`src/rtl/bus_pkg.sv`:
```
// Shared types and defaults for the bus packing stage that sits after the bus breakout.
// The packed-word struct here is sized for the default geometry.
package bus_pkg;

  localparam int BUS_W     = 6;
  localparam int BUS_LANES = 4;
  localparam int BUS_CW    = $clog2(BUS_LANES + 1);

  typedef enum logic [1:0] {
    FILL_EMPTY,
    FILLING,
    FILL_FULL
  } fill_state_t;

  typedef struct packed {
    logic [BUS_W*BUS_LANES-1:0] data;
    logic [BUS_CW-1:0]          count;
    logic                       last;
  } bus_word_t;

endpackage

```
`src/rtl/bus_pack_slot.sv`:
```
// Single-entry valid/ready holding register. It accepts a new entry whenever it is
// empty or its current entry is leaving on the same edge, so back-to-back words see no bubble.
module bus_pack_slot
  import bus_pkg::*;
#(
  parameter int DW = $bits(bus_word_t)
) (
  input  logic          clk,
  input  logic          rst_n,
  input  logic          in_valid_i,
  input  logic [DW-1:0] in_data_i,
  output logic          in_ready_o,
  output logic          out_valid_o,
  output logic [DW-1:0] out_data_o,
  input  logic          out_ready_i
);

  logic          valid_q;
  logic [DW-1:0] data_q;

  assign in_ready_o  = !valid_q || out_ready_i;
  assign out_valid_o = valid_q;
  assign out_data_o  = data_q;

  // NOTE: non-blocking assignments so every register samples pre-edge values.
  always_ff @(posedge clk or negedge rst_n) begin
    if (!rst_n) begin
      valid_q <= 1'b0;
      data_q  <= '0;
    end else if (in_ready_o) begin
      valid_q <= in_valid_i;
      if (in_valid_i) data_q <= in_data_i;
    end
  end

endmodule

```
`src/rtl/bus_packer.sv`:
```
// Packs LANES consecutive W-bit samples into one wide word, with flush to close partial
// words and a one-word output register so the next word can fill while the last one waits.
module bus_packer
  import bus_pkg::*;
#(
  parameter int W     = BUS_W,
  parameter int LANES = BUS_LANES
) (
  input  logic                         clk,
  input  logic                         rst,
  input  logic                         in_valid,
  input  logic [W-1:0]                 in_data,
  output logic                         in_ready,
  input  logic                         flush,
  output logic                         out_valid,
  output logic [W*LANES-1:0]           out_data,
  output logic [$clog2(LANES+1)-1:0]   out_count,
  output logic                         out_last,
  input  logic                         out_ready
);

  localparam int CW = $clog2(LANES + 1);
  localparam int DW = W * LANES;

  typedef struct packed {
    logic [DW-1:0] data;
    logic [CW-1:0] count;
    logic          last;
  } word_t;

  fill_state_t   state_q;
  logic [CW-1:0] cnt_q;
  logic [DW-1:0] lanes_q;
  logic          last_q;

  logic          accept;
  logic          close;
  logic [CW-1:0] cnt_d;
  logic [DW-1:0] lanes_d;
  logic          slot_in_valid;
  logic          slot_in_ready;
  word_t         slot_in;
  word_t         slot_out;

  assign in_ready = rst && (state_q != FILL_FULL);
  assign accept   = in_valid && in_ready;

  // NOTE: every signal gets a default first so no path leaves it unassigned (no latch).
  always_comb begin
    lanes_d = lanes_q;
    cnt_d   = cnt_q;
    if (accept) begin
      for (int k = 0; k < LANES; k++) begin
        if (cnt_q == CW'(k)) lanes_d[k*W +: W] = in_data;
      end
      cnt_d = cnt_q + CW'(1);
    end

    // cnt_d is non-zero exactly when the word already holds a sample or gains one now.
    close = (state_q != FILL_FULL) &&
            ((cnt_d == CW'(LANES)) || (flush && (cnt_d != '0)));

    slot_in_valid = (state_q == FILL_FULL) || close;
    if (state_q == FILL_FULL) slot_in = '{data: lanes_q, count: cnt_q, last: last_q};
    else                      slot_in = '{data: lanes_d, count: cnt_d, last: flush};
  end

  // NOTE: lane storage is reset and cleared on close because unused lanes of a flushed word must read 0.
  always_ff @(posedge clk or negedge rst) begin
    if (!rst) begin
      state_q <= FILL_EMPTY;
      cnt_q   <= '0;
      lanes_q <= '0;
      last_q  <= 1'b0;
    end else begin
      case (state_q)
        FILL_FULL: begin
          if (slot_in_ready) begin
            state_q <= FILL_EMPTY;
            cnt_q   <= '0;
            lanes_q <= '0;
            last_q  <= 1'b0;
          end
        end
        default: begin
          if (close) begin
            if (slot_in_ready) begin
              state_q <= FILL_EMPTY;
              cnt_q   <= '0;
              lanes_q <= '0;
              last_q  <= 1'b0;
            end else begin
              state_q <= FILL_FULL;
              cnt_q   <= cnt_d;
              lanes_q <= lanes_d;
              last_q  <= flush;
            end
          end else if (accept) begin
            state_q <= FILLING;
            cnt_q   <= cnt_d;
            lanes_q <= lanes_d;
          end
        end
      endcase
    end
  end

  bus_pack_slot #(
    .DW($bits(word_t))
  ) u_out_slot (
    .clk         (clk),
    .rst_n       (rst),
    .in_valid_i  (slot_in_valid),
    .in_data_i   (slot_in),
    .in_ready_o  (slot_in_ready),
    .out_valid_o (out_valid),
    .out_data_o  (slot_out),
    .out_ready_i (out_ready)
  );

  assign out_data  = slot_out.data;
  assign out_count = slot_out.count;
  assign out_last  = slot_out.last;

endmodule
```
`config.mk`:
```
export PLATFORM = sky130hd
export DESIGN_NAME = bus_packer
export DESIGN_NICKNAME = d
export VERILOG_FILES = /design/src/rtl/bus_pkg.sv /design/src/rtl/bus_pack_slot.sv /design/src/rtl/bus_packer.sv
export SDC_FILE = /design/constraint.sdc
export NUM_CORES = 1
export LEC_CHECK = 0
export CAP_MARGIN = 20
export CORE_MARGIN = 5
export CORE_UTILIZATION = 50
export DETAILED_ROUTE_END_ITERATION = 12
export PLACE_DENSITY = 0.72
export SYNTH_ARGS = -nofsm -noshare
export SYNTH_HDL_FRONTEND = slang
export SYNTH_SLANG_ARGS = --single-unit
export TNS_END_PERCENT = 50
```
`constraint.sdc`:
```
create_clock -name clk -period 3 [get_ports clk]
set_input_delay 0.45 -clock clk [delete_from_list [all_inputs] [get_ports clk]]
set_output_delay 0.45 -clock clk [all_outputs]
set_load 0.005 [all_outputs]
```
==> impl_results.md <==
* Status: complete, no violations
* Placed insts at 329
* Sequential area share after synthesis at 0.546
* Hold WC Path Type: reg2reg
* NumNets Final at about 290
* CP Launch Type: flop
* Clk pin slew, worst setup/hold paths at 0.06 ns
* CTS Hold Bufs at 1
* Area of the multi-input gates at about 1000 um^2
* Final period utilization at 0.850
* Longest Clk Path Bufs at 2
* CORE AREA at 5170 um^2
* CP required at about 3.2 ns
* Avg Cell Area, Syn at 11.9 um^2
* WS Path Type: reg2reg
* H-tree Lvls at 3
* Critical path endpoint category: flop
* Clock Skew at between 0.004 and 0.005 ns
* Mux cell area share after synthesis at 0.199
* # fillers at between 400 and 500
* Main combinational cell family by area after synthesis: multiplexers
* Clock root cell: clkbuf_8
* Critical Path Fanout Max at 55
* Max-slew violation count at 0
* Largest stage delay, worst path at ~0.5 ns
* Final hold violations at 0
* Critical path, cell by cell: inv_1, ha_1, nand2b_2, mux2i_2, a221oi_4, buf_12, mux2_4
* CTS tree: built
* Seq. cell area at roughly 1500 um^2
* Worst EP arrival at 2.77 ns
* Die ar. at 6980 um^2
* Starting density of the core at 0.523
* Worst-margin pin slew at between 0.6 and 0.7 ns
* Gate Count Post-Synth at 228
* Post-Syn Nets at around 240
* Global-route wire length before repair at between 8 and 9 mm
* Max-Cap Viols at 0
* Initial antenna violation count at 0
* Vias at ~1700
* Number of synthesis warnings at 0
* Synth Area in XOR/XNOR at 0.00324
* Later-pin clock latency in the skew report at between 0.3 and 0.4 ns
* Max Freq at approximately 400 MHz
* Compound-cell area share of the yosys netlist at 0.0583
* GRT overflow at 0
* Non-Filler Instances at 346
* Antenna Cells at 0
* Number of routed nets with antenna violations at 0
* Number of clock sinks at roughly 60
* Num CTS Buffers at 9
* RSZ-0062 raised after global routing: no
* Netlist cell types at 38
* TNS Setup at 0 ns
* Pwr Density at about 920 nW/um^2
* IO Pins at a little over 40
* Routed WL at roughly 5.1 mm
* DIE HEIGHT at 83.6 um
* Vias in the first global route at 1734
* Post-CTS setup buffer count at 0
* Leakage power at roughly 1.5 nW
* P&R area growth vs syn at 22.9%
* Slowest CP cell: dfrtp_1
* Hold Slack at 0.515 ns
* Post-synthesis simple-gate area fraction at 0.0911
* Mapped cell area at ~2700 um^2
* Gpl congestion at between 0.9 and 1
* Avg WL per Cell at 14.7 um
* Largest net degree at the start of global routing at 56
* Final Setup Violations at 0
* Yosys reg bits at 59
* DR pass1 iterations at 4
* Slew headroom at 0.584
* GRT Total Usage at 0.156
* Port bufs at 40
* Number of gates resized after cts at 0
* Share of layout cells above drive strength 1 at 0.101
* Post-DP HPWL at between 3 and 4 mm
* Fin worst setup slack at around 0.45 ns
* Total power at ~0.003 W
* DIE WIDTH at 83.6 um
* Placement Setup Slack at about 0.48 ns
* Max VDD drop at 0.510 mV
* Starting DRC count in detailed routing at slightly above 90
* Min Tclk post-route at 2.55 ns
* Via-to-Cell Ratio at 4.99
* Adder-Cell Fraction of Synth Area at 0.0231
* DR DRC count at 0
* Rows at 26
==> flip-flops by register name (all words and copies together) (netlist names) <==
signal / flops
last_q: 1
u_out_slot.out_data_o: 28
cnt_q: 3
state_q: 2
u_out_slot.out_valid_o: 1
lanes_q: 24
==> final cells by class <==
cell class / instances / share of cell area
Clock buffer: 11 / 0.0425
Multi-Input combinational cell: 129 / 0.309
Inverter: 29 / 0.0327
Clock inverter: 5 / 0.0158
Timing Repair Buffer: 43 / 0.130
Tap cell: 70 / 0.0263
Sequential cell: 59 / 0.444
==> cells in the final DEF (no fill, tap or decap), types with 4 or more instances in the layout <==
cell type	Yosys	layout
nand2_1	4	4
mux2i_1	48	48
clkdlybuf4s50_1	0	39
nand3_1	5	5
o21ai_0	4	4
inv_1	29	29
ha_1	5	5
clkbuf_8	0	10
dfrtp_1	59	59
nor2_1	27	27
==> worst paths after layout <==
path                                                         end                                  start  depth (start not counted)  slack [ns]
hold / removal             u_out_slot.out_data_o[25]$_DFFE_PN0P_  u_out_slot.out_data_o[25]$_DFFE_PN0P_                          2        0.51
max in group asynchronous                lanes_q[15]$_DFFE_PN0P_                                    rst                          3        1.58
setup / recovery            u_out_slot.out_data_o[2]$_DFFE_PN0P_                   cnt_q[0]$_DFFE_PN0P_                          7        0.45
min in group asynchronous     u_out_slot.out_valid_o$_DFFE_PN0P_                                    rst                          2        0.53
hold reg to reg            u_out_slot.out_data_o[25]$_DFFE_PN0P_  u_out_slot.out_data_o[25]$_DFFE_PN0P_                          2        0.51
setup reg to reg            u_out_slot.out_data_o[2]$_DFFE_PN0P_                   cnt_q[0]$_DFFE_PN0P_                          7        0.45
==> power by group <==
part | total (W) | switching (W) | internal, W
clock | 0.000704 | 0.000303 | 0.000402
sequential | 0.00117 | 0.000125 | 0.00104
combinational | 0.00119 | 0.000582 | 0.000612
total | 0.00306 | 0.00101 | 0.00205
==> worst max-delay path, delay by kind of cell, from the launching register on <==
| kind | cells | cell delay, ns |
|---|---|---|
| adders and majority gates | 1 | 0.34 |
| and+or+nand+nor | 1 | 0.22 |
| DFF | 1 | 0.50 |
| muxes | 2 | 0.55 |
| buffers and inverters | 2 | 0.46 |
| AOI/OAI and AO/OA | 1 | 0.34 |
==> routing by layer <==
metal | track usage | part of all wire | wire, um
met1 | 0.234 | 0.52 | 2650
met2 | 0.206 | 0.42 | 2150
met3 | 0.0336 | 0.039 | 200
met4 | 0.0863 | 0.020 | 101
met5 | 0 | 0 | 0
==> cell usage after synthesis <==
library cell / number / area share
dfrtp_1: 59 / 0.55
mux2i_1: 48 / 0.18
inv_1: 29 / 0.040
nor2_1: 27 / 0.037
ha_1: 5 / 0.023
nand3_1: 5 / 0.0092
nand2_1: 4 / 0.0055
o21ai_0: 4 / 0.0074
and4_1: 3 / 0.0097
clkbuf_2: 3 / 0.0055
mux2_4: 3 / 0.017
o22ai_1: 3 / 0.0069
a211oi_1: 2 / 0.0055
a21oi_1: 2 / 0.0037
and2_1: 2 / 0.0046
buf_12: 2 / 0.015
buf_2: 2 / 0.0037
buf_4: 2 / 0.0055
nand2b_1: 2 / 0.0046
o211ai_1: 2 / 0.0055
o21a_1: 2 / 0.0055
a21o_1: 1 / 0.0028
a221oi_1: 1 / 0.0032
a221oi_2: 1 / 0.0055
and2b_1: 1 / 0.0028
and2b_2: 1 / 0.0032
buf_6: 1 / 0.0042
buf_8: 1 / 0.0055
mux2i_2: 1 / 0.0051
nand2b_2: 1 / 0.0032
nor2_4: 1 / 0.0042
nor2b_1: 1 / 0.0023
nor3_1: 1 / 0.0018
o221a_2: 1 / 0.0042
o311ai_0: 1 / 0.0032
o31ai_2: 1 / 0.0046
or3_1: 1 / 0.0023
xnor2_1: 1 / 0.0032
==> cell families after synthesis <==
logic type | count (synthesis)
muxes | 52
DFF | 59
AOI/OAI and AO/OA | 21
xor gates and xnor gates | 1
buffers and inverters | 40
adders and majority gates | 5
and+or+nand+nor | 50
==> per-stage QoR <==
stage,cell area (um^2),utilization
floorplan,2710,-
global placement,3120,0.604
detailed placement,3120,0.604
CTS,3330,0.643
global route,3330,0.643
finish,3330,0.643
Note: power is estimated with default switching activity, not from simulation.
